`src/rtl/led_panel_cmd_tx.sv`:
```
// rtl/led_panel_cmd_tx.sv - serializes LED panel commands as one or two 8N1 UART bytes
// Pixel commands carry a second byte, optionally preceded by an idle-high gap.
module led_panel_cmd_tx #(
   parameter int CLKS_PER_BIT = 20,
   parameter int GAP_CLKS     = 0
) (
   input  logic       clk,
   input  logic       reset,
   input  logic       cmd_valid,
   input  logic [1:0] cmd_op,
   input  logic [2:0] cmd_rgb,
   input  logic [3:0] cmd_col,
   input  logic [2:0] cmd_row,
   output logic       cmd_ready,
   output logic       cmd_done,
   output logic       busy,
   output logic       uart_tx
);

   localparam int CNT_MAX = (CLKS_PER_BIT > GAP_CLKS) ? CLKS_PER_BIT : GAP_CLKS;
   localparam int CW      = (CNT_MAX > 2) ? $clog2(CNT_MAX) : 1;

   localparam logic [CW-1:0] BIT_LAST = CW'(CLKS_PER_BIT - 1);
   localparam logic [CW-1:0] GAP_LAST = CW'((GAP_CLKS > 0) ? GAP_CLKS - 1 : 0);

   localparam logic [2:0] ST_IDLE  = 3'd0;
   localparam logic [2:0] ST_START = 3'd1;
   localparam logic [2:0] ST_DATA  = 3'd2;
   localparam logic [2:0] ST_STOP  = 3'd3;
   localparam logic [2:0] ST_GAP   = 3'd4;

   logic [2:0]    state_q, state_d;
   logic [2:0]    bit_q, bit_d;
   logic [CW-1:0] cnt_q, cnt_d;
   logic [7:0]    byte_q, byte_d;
   logic [7:0]    next_q, next_d;
   logic          pend_q, pend_d;
   logic          tx_q, tx_d;
   logic          done_q, done_d;

   always_comb begin
      state_d = state_q;
      bit_d   = bit_q;
      cnt_d   = cnt_q;
      byte_d  = byte_q;
      next_d  = next_q;
      pend_d  = pend_q;
      tx_d    = tx_q;
      done_d  = 1'b0;

      case (state_q)
         ST_IDLE: begin
            tx_d = 1'b1;
            if (cmd_valid) begin
               case (cmd_op)
                  2'b00: begin
                     byte_d = {5'b00000, cmd_rgb};
                     pend_d = 1'b0;
                  end
                  2'b01: begin
                     byte_d = 8'h10;
                     next_d = {cmd_col, 1'b0, cmd_row};
                     pend_d = 1'b1;
                  end
                  2'b10: begin
                     byte_d = 8'h20;
                     next_d = {cmd_col, 1'b0, cmd_row};
                     pend_d = 1'b1;
                  end
                  default: begin
                     byte_d = 8'h30;
                     pend_d = 1'b0;
                  end
               endcase
               state_d = ST_START;
               cnt_d   = '0;
               bit_d   = 3'd0;
               tx_d    = 1'b0;
            end
         end

         ST_START: begin
            if (cnt_q == BIT_LAST) begin
               cnt_d   = '0;
               bit_d   = 3'd0;
               state_d = ST_DATA;
               tx_d    = byte_q[0];
            end else begin
               cnt_d = cnt_q + 1'b1;
            end
         end

         ST_DATA: begin
            if (cnt_q == BIT_LAST) begin
               cnt_d = '0;
               if (bit_q == 3'd7) begin
                  state_d = ST_STOP;
                  tx_d    = 1'b1;
               end else begin
                  bit_d = bit_q + 3'd1;
                  tx_d  = byte_q[bit_q + 3'd1];
               end
            end else begin
               cnt_d = cnt_q + 1'b1;
            end
         end

         ST_STOP: begin
            if (cnt_q == BIT_LAST) begin
               cnt_d = '0;
               if (pend_q) begin
                  pend_d = 1'b0;
                  byte_d = next_q;
                  if (GAP_CLKS > 0) begin
                     state_d = ST_GAP;
                     tx_d    = 1'b1;
                  end else begin
                     state_d = ST_START;
                     tx_d    = 1'b0;
                  end
               end else begin
                  state_d = ST_IDLE;
                  tx_d    = 1'b1;
                  done_d  = 1'b1;
               end
            end else begin
               cnt_d = cnt_q + 1'b1;
            end
         end

         ST_GAP: begin
            if (cnt_q == GAP_LAST) begin
               cnt_d   = '0;
               state_d = ST_START;
               tx_d    = 1'b0;
            end else begin
               cnt_d = cnt_q + 1'b1;
            end
         end

         default: begin
            // Unreachable encodings park safely with the line released.
            state_d = ST_IDLE;
            cnt_d   = '0;
            bit_d   = 3'd0;
            pend_d  = 1'b0;
            tx_d    = 1'b1;
         end
      endcase
   end

   always_ff @(posedge clk) begin
      if (!reset) begin
         state_q <= ST_IDLE;
         bit_q   <= 3'd0;
         cnt_q   <= '0;
         byte_q  <= 8'h00;
         next_q  <= 8'h00;
         pend_q  <= 1'b0;
         tx_q    <= 1'b1;
         done_q  <= 1'b0;
      end else begin
         state_q <= state_d;
         bit_q   <= bit_d;
         cnt_q   <= cnt_d;
         byte_q  <= byte_d;
         next_q  <= next_d;
         pend_q  <= pend_d;
         tx_q    <= tx_d;
         done_q  <= done_d;
      end
   end

   assign cmd_ready = (state_q == ST_IDLE);
   assign busy      = ~cmd_ready;
   assign cmd_done  = done_q;
   assign uart_tx   = tx_q;

endmodule
```
`config.mk`:
```
export PLATFORM = sky130hd
export DESIGN_NAME = led_panel_cmd_tx
export DESIGN_NICKNAME = d
export VERILOG_FILES = /design/src/rtl/led_panel_cmd_tx.sv
export SDC_FILE = /design/constraint.sdc
export NUM_CORES = 1
export LEC_CHECK = 0
export ABC_AREA = 0
export CORE_ASPECT_RATIO = 1.5
export CORE_MARGIN = 2
export CORE_UTILIZATION = 30
export CTS_BUF_LIST = sky130_fd_sc_hd__clkbuf_8 sky130_fd_sc_hd__clkbuf_16
export CTS_CLUSTER_DIAMETER = 80
export DETAILED_ROUTE_END_ITERATION = 10
export DONT_BUFFER_PORTS = 1
export SYNTH_ARGS = -nofsm -noshare
export SYNTH_HDL_FRONTEND = slang
export SYNTH_SLANG_ARGS = --single-unit
```
`constraint.sdc`:
```
create_clock -name clk -period 2.1 [get_ports clk]
set_input_delay 0.525 -clock clk [delete_from_list [all_inputs] [get_ports clk]]
set_output_delay 0.525 -clock clk [all_outputs]
set_load 0.02 [all_outputs]
```
* Word-level counts from Yosys, hierarchy flattened
Index checks and enable logic that the tools add are counted.
** Cells by class
- Bitwise gates (word level) :: 3
- Add/subtract/negate cells :: 2
- Equal/unequal tests :: 16
- Reductions and logical operators :: 15
- Order comparisons :: 1
- Muxes and demuxes :: 36
** Operators by type and width (count)
- $mux 3 :: 10
- $mux 8 :: 3
- $pmux 6 s3 :: 1
- $ne 2x2->1 const B :: 8
- $pmux 8 s2 :: 1
- $mux 5 :: 3
- $pmux 3 s5 :: 1
- $pmux 5 s3 :: 1
- $mux 1 :: 12
- $pmux 3 s4 :: 1
- $reduce_and 3->1 :: 3
- $reduce_and 4->1 :: 2
- $eq 3x2->1 const B :: 2
- $eq 3x3->1 const B :: 2
- $reduce_and 6->1 :: 1
- $reduce_or 3->1 :: 2
- $add 5x1->5 const B :: 1
- $eq 5x5->1 const B :: 1
- $logic_not 5->1 :: 1
- $pmux 1 s5 :: 1
- $reduce_and 5->1 :: 1
- $lt 3x4->1 const B :: 1
- $reduce_or 2->1 :: 2
- $add 3x1->3 const B :: 1
- 9 further kinds :: 11
** Storage, ports and cells
- Input bits :: 15
- Output and inout port bits :: 4
- Flip-flop bits (word level) :: 29
- Logic and storage cells :: 81

* Longest topological paths before layout
Gate-level depths: netlist (run 1).
- Depth in word-level cells :: 6
- Mapped depth :: 7

* Least setup slack after synthesis (run 1)
No wires, ideal clock.
- Path kind :: reg2reg
- Start point :: register state_q[0]
- End point :: register byte_q[4]
- Arrival :: 1.605 ns
- Setup slack :: 0.372 ns
- Setup time :: 0.124 ns
- Period minus slack after synthesis :: 1.728 ns
- Stages on the path, launching flop included :: 8
- Required time :: 1.976 ns
- Buffers on the path :: 1
- Cells stage by stage :: dfxtp_1 inv_1 ha_1 buf_4 inv_1 o22ai_4 nand2_1 mux2i_1
** Between the ends
- Word-level cells in the longest chain between the ends :: 3
** Ends and longest elaborated chain
- start: declaration :: RTL line 32 : logic [2:0] state_q, state_d;
- start signal: assignment :: RTL line 163 : state_q <= state_d;
- $logic_not 3->1 (*)
- named net cmd_ready :: RTL line 14 : output logic cmd_ready,
- $ne 2x2->1 (no line) / $reduce_bool 2->1 (equally long branches)
- $reduce_and 4->1 (no line)
- end signal: assignment :: RTL line 166 : byte_q <= byte_d;
- end: declaration :: RTL line 35 : logic [7:0] byte_q, byte_d;
Mark *: on every way through the listed nets, which the timed path passes. The rest lies on a longest branch.
A chain may end at the register's enable or synchronous reset.

* Worst setup path in the final report (run 1)
- Start point :: register state_q[0]
- End point :: output port busy
** Between the ends
- Word-level cells in the longest chain between the ends :: 2
** Ends and longest elaborated chain
- $logic_not 3->1 :: RTL line 174 : assign cmd_ready = (state_q == ST_IDLE);
- $not 1->1 :: RTL line 175 : assign busy = ~cmd_ready;
- end: declaration :: RTL line 16 : output logic busy,
No other way between the ends.

==> impl_results.md, run 1 <==
* Outcome: finished clean
* Mux cell area share after synthesis at 0.129
* Crit path time final at 1890 ps
* DP HPWL at 2560 µm
* Seq cells post-synth at 27
* F_max at 529 MHz
* FP Rows at 31
* TritonRoute pass-1 iters at 4
* Commonest cells post-synth: dfxtp_1 (27), mux2i_1 (16), nand2_1 (14)
* Nets at 192
* Mapped cell area at 0.00154 mm²
* Vias per cell at 5.05
* Count leader, synth: dfxtp_1
* Flop2flop setup slack at 350 ps
* Xor and xnor area share after synthesis at 0
* Setup Skew at 4.24 ps
* CTS root buffer: clkbuf_8
* Final hold slack at 367 ps
* Vias at 1167
* Crit end category: output pin
* Syn Nets at 192
* Largest net degree at the start of global routing at 26
* Gp weighted congestion at 0.747
* First-pass GRT wire length at 5720 µm
* Synth Flop Type: dfxtp_1
* Compound-Gate Fraction of Synth Area at 0.153
* Layout cells sized above 1 at 0.0848
* RSZ-0062 raised after global routing: false
* Placed Area at 0.00160 mm²
* Worst IR Drop VDD at 494 µV
* Fin area at 0.00165 mm²
* Relative slew slack at 0.617
* Congestion Overflow GR at 0
* Maximum clock insertion buffer count at 2
* Crit path required time at 1570 ps
* # resized after CTS at 0
* CTS clk-pin slew, worst paths at 100 ps
* Clk sinks at 27
* Syn-to-layout area delta at 7.58%
* Core Area at 0.00489 mm²
* Main combinational cell family by area after synthesis: simple AND/OR/NAND/NOR gates
* Gate Count Post-Synth at 166
* Total chip power at 1.91 mW
* Mean Syn Cell Area at 9.25 µm²
* Worst-path maximum fanout at 5
* Register area share after synthesis at 0.352
* Worst Max-Slew Pin Slew at 574 ps
* Setup violators final at 0
* Power density cells at 1150 mW/mm²
* DRC errors left at 0
* Library cells used by synthesis at 40
* GRT Total Usage at 0.123
* Crit path kind: reg -> out
* Clock tree from TritonCTS: built
* Wire per inst at 14.4 µm
* Synth top area cells: dfxtp_1 (35%), mux2i_1 (10%), ha_1 (9.0%), a21oi_1 (3.6%), nand2_1 (3.4%)
* ANT cells at 0
* CTS buffer count at 3
* Initial antenna violation count at 0
* Post-DRT Antenna Nets at 0
* Die H at 91.6 µm
* Leading area contributor after synthesis: dfxtp_1
* Number of synthesized flops with an enable pin at 0
* Fin crit share at 0.900
* Adder-Cell Fraction of Synth Area at 0.0896
* # placed instances at 227
* Share of the synthesized area in the top cell type at 0.352
* Final WL at 3320 µm
* # Max-Cap Violations at 0
* CP Launch Type: register
* Vias in the first global route at 1221
* IO Count at 19
* Die area at 0.00572 mm²
* # fillers at 532
* DRT iter0 DRCs at 20
* Synthesis warning total at 0
* Simple-gate share of the synthesized area at 0.225
* # port buffers at 0
* Post-CTS Setup Repair Bufs at 0
* Initial Util at 0.314
* Max Slew Vio Count at 0
* Hold Vio Cnt, Final at 0
* Worst skew pair latency at 280 ps
* H-Tree Depth at 1
* CTS Hold Bufs at 0
* Leak at 0.667 nW
* Die Width at 62.4 µm
* Worst path arrival time at 1360 ps
* Setup_tns at 0 ps
* Worst Hold Class: in -> reg
* Non-filler cells in the finished layout at 231
* Async SR Flop Fraction at 0
[path summary, 6_finish.rpt]
kind / start / end / cells past startpoint
min: reset / cnt_q[3] / 1
max: state_q[0] / busy / 4
min reg2reg: byte_q[5] / byte_q[5] / 2
max reg2reg: bit_q[0] / uart_tx / 5
[critical path, stage by stage, from the launching register on]
cell     delay [ps]
dfxtp_1         410
inv_1            80
ha_1            260
inv_1           140
buf_4           190
[cells by family after synthesis]
group	count (synthesis)
buffers and inverters	19
muxes	18
DFF	27
adders and majority gates	11
AOI/OAI and AO/OA	33
and+or+nand+nor	58
[power breakdown]
part | switching, mW | leakage (nW) | total, mW | internal [mW]
sequential | 0.0940 | 0.220 | 0.713 | 0.619
combinational | 0.503 | 0.425 | 0.878 | 0.375
clock | 0.179 | 0.0217 | 0.314 | 0.135
total | 0.775 | 0.667 | 1.91 | 1.13
[registers in the layout, indices dropped and copies added (netlist names)]
| register | count |
|---|---|
| byte_q | 7 |
| pend_q | 1 |
| cmd_done | 1 |
| cnt_q | 5 |
| uart_tx | 1 |
| state_q | 2 |
| bit_q | 3 |
| next_q | 7 |
[metrics by stage]
stage / worst slack (ps) / util
after floorplan: 372 / -
after global placement: 376 / 0.328
after detailed placement: 358 / 0.328
after CTS: 226 / 0.338
after global routing: 150 / 0.338
final: 210 / 0.338
[cells in the final DEF, fill, tap and decap left out, types with 3 or more instances in the layout]
cell,synthesis,final
dfxtp_1,27,27
mux2i_1,16,16
nand2_1,14,14
nor2_1,13,13
inv_1,11,11
a21oi_1,11,11
ha_1,11,11
nand3_1,6,6
nor2b_1,4,4
o21ai_0,4,4
o211ai_1,3,3
or3_1,3,3
nor4bb_1,3,3
a311oi_1,3,3
clkbuf_8,0,3
buf_4,2,3
[per-layer routing]
layer / track usage / up-vias / routed length, µm
met2: 0.224 / 21 / 1670
met3: 0.0270 / 6 / 133
met4: 0.0537 / 0 / 74
met1: 0.134 / 541 / 1440
li1: - / 599 / -
met5: 0 / - / 0
[final cells by class]
class                   instances  area, µm²  share of cell area
multi-input cells             120        916               0.555
flip-flops and latches         27        541               0.327
well taps                      66       82.6              0.0500
clock buffers                   3       41.3              0.0250
inverters                      11       41.3              0.0250
repair buffers                  3       22.5              0.0136
clock inverters                 1       7.51             0.00455
Note: power is estimated with default switching activity, not from simulation.
==> run 2, diff against run 1 <==
- ABC_CLOCK_PERIOD_IN_PS: default -> 2100
- CAP_MARGIN: default -> 20
- REMOVE_ABC_BUFFERS: default -> 1
==> impl_results.md, run 2 (synthesis results as in run 1) <==
* Outcome: finished clean
* Layout cells sized above 1 at 0.0848
* Core Area at 0.00489 mm²
* Clock tree from TritonCTS: built
* Fin crit share at 0.878
* # Max-Cap Violations at 0
* Die area at 0.00572 mm²
* TritonRoute pass-1 iters at 4
* DRC errors left at 0
* FP Rows at 31
* Clk sinks at 27
* Final WL at 3070 µm
* Crit path kind: reg -> out
* Vias in the first global route at 1175
* Routing usage on met3 at 0.0123
* Switch share at 0.397
* Vias per cell at 5.03
* M2 GR Usage at 0.214
* ANT cells at 0
* Syn-to-layout area delta at 7.58%
* # port buffers at 0
* CTS buffer count at 3
* Maximum clock insertion buffer count at 2
* Setup Skew at 9.77 ps
* Flop2flop setup slack at 350 ps
* Hold path endpoint: cnt_q[3]
* Post-DRT Antenna Nets at 0
* CTS clk-pin slew, worst paths at 90 ps
* Met1 Usage GRT at 0.129
* Reg2reg end: uart_tx
* Delay-heaviest family, CP: flip-flops
* Commonest non-fill, non-tap cell in the layout: dfxtp_1
* Initial antenna violation count at 0
* Die Width at 62.4 µm
* Top flop regs: byte_q (7), next_q (7), cnt_q (5)
* Setup_tns at 0 ps
* Internal at 1.13 mW
* DRT iter0 DRCs at 20
* Setup violators final at 0
* # resized after CTS at 0
* Total chip power at 1.87 mW
* Reg2Reg Depth at 5
* Crit path required time at 1570 ps
* Congestion Overflow GR at 0
* Gp weighted congestion at 0.817
* Grt peak-use layer: met2
* GRT Total Usage at 0.116
* Logic pwr share at 0.456
* Initial Util at 0.314
* RSZ-0062 raised after global routing: false
* Nets at 192
* Non-filler cells in the finished layout at 231
* Clock power share at 0.165
* Die H at 91.6 µm
* Worst Hold Class: in -> reg
* Worst skew pair latency at 280 ps
* Most used cell, CP: inv_1
* Largest net degree at the start of global routing at 26
* Max stage delay on crit path at 400 ps
* Leak at 0.667 nW
* Most frequent cells in the layout: dfxtp_1 (27), mux2i_1 (16), nand2_1 (14)
* Wire per inst at 13.3 µm
* H-Tree Depth at 1
* Worst R2R Start: bit_q[0]
* Crit path time final at 1840 ps
* Post-CTS Setup Repair Bufs at 0
* CP cell instances: inv_1, ha_1, inv_1, buf_4
* # placed instances at 227
* Hold Vio Cnt, Final at 0
* CTS root buffer: clkbuf_8
* F_max at 542 MHz
* First-pass GRT wire length at 5450 µm
* Worst IR Drop VDD at 446 µV
* Worst path arrival time at 1320 ps
* Flop pwr share at 0.379
* P_sw at 0.744 mW
* Crit path buf inv count at 3
* Relative slew slack at 0.638
* # fillers at 533
* Worst-path maximum fanout at 5
* CTS Hold Bufs at 0
* Crit end category: output pin
* Worst Max-Slew Pin Slew at 542 ps
* IO Count at 19
* CP Launch Type: register
* Max Slew Vio Count at 0
* Power density cells at 1130 mW/mm²
* DP HPWL at 2350 µm
* Slowest-stage cell, CP: dfxtp_1
* Hold Path Stages at 1
* Hold Startpoint: reset
* Vias at 1163
==> run 2: cell counts in the layout (fill, tap and decap cells not counted) <==
Identical to the previous run, type by type.
==> run 2: area by class of cell <==
class	count	area (µm²)	area share
inverters	11	41.3	0.0250
clock inverters	1	7.51	0.00455
clock buffers	3	41.3	0.0250
multi-input cells	120	916	0.555
repair buffers	3	22.5	0.0136
well taps	66	82.6	0.0500
flip-flops and latches	27	541	0.327
==> run 2: worst register-to-register path, stage by stage (launching register included) <==
cell and delay (ps):
dfxtp_1 350, ha_1 360, mux4_1 570, nor3b_1 170, or3_1 130, a32oi_1 50
==> run 2: worst max-delay path by stage <==
stage | startpoint | end | slack [ps] | depth (start not counted)
2_1_floorplan | state_q[0] | byte_q[4] | 300 | 6
3_3_place_gp | bit_q[0] | uart_tx | 370 | 5
3_5_place_dp | bit_q[0] | uart_tx | 360 | 5
4_1_cts | state_q[0] | busy | 240 | 4
5_1_grt | state_q[0] | busy | 140 | 4
6_report | state_q[0] | busy | 260 | 4
==> run 2: layer usage <==
metal	part of all wire	wire length [µm]	vias to the layer above
li1	-	-	596
met1	0.43	1330	544
met5	0	0	-
met4	0.025	76	0
met2	0.52	1590	18
met3	0.025	78	5
==> run 2: power groups by stage <==
stage               Sequential, mW  Clock, mW  Combinational, mW
floorplan                    0.697          0              0.694
global placement             0.720          0              0.862
detailed placement           0.722          0              0.864
CTS                          0.711      0.327              0.866
global route                 0.728      0.346              0.965
finish                       0.710      0.309              0.853
==> run 2: stage by stage <==
stage                      util  hold WS [ps]  worst slack [ps]  area (µm²)
after global placement    0.328           453               375        1600
final                     0.338           367               255        1650
after CTS                 0.338           359               240        1650
after global routing      0.338           360               145        1650
after floorplan               -           433               301        1500
after detailed placement  0.328           453               365        1600
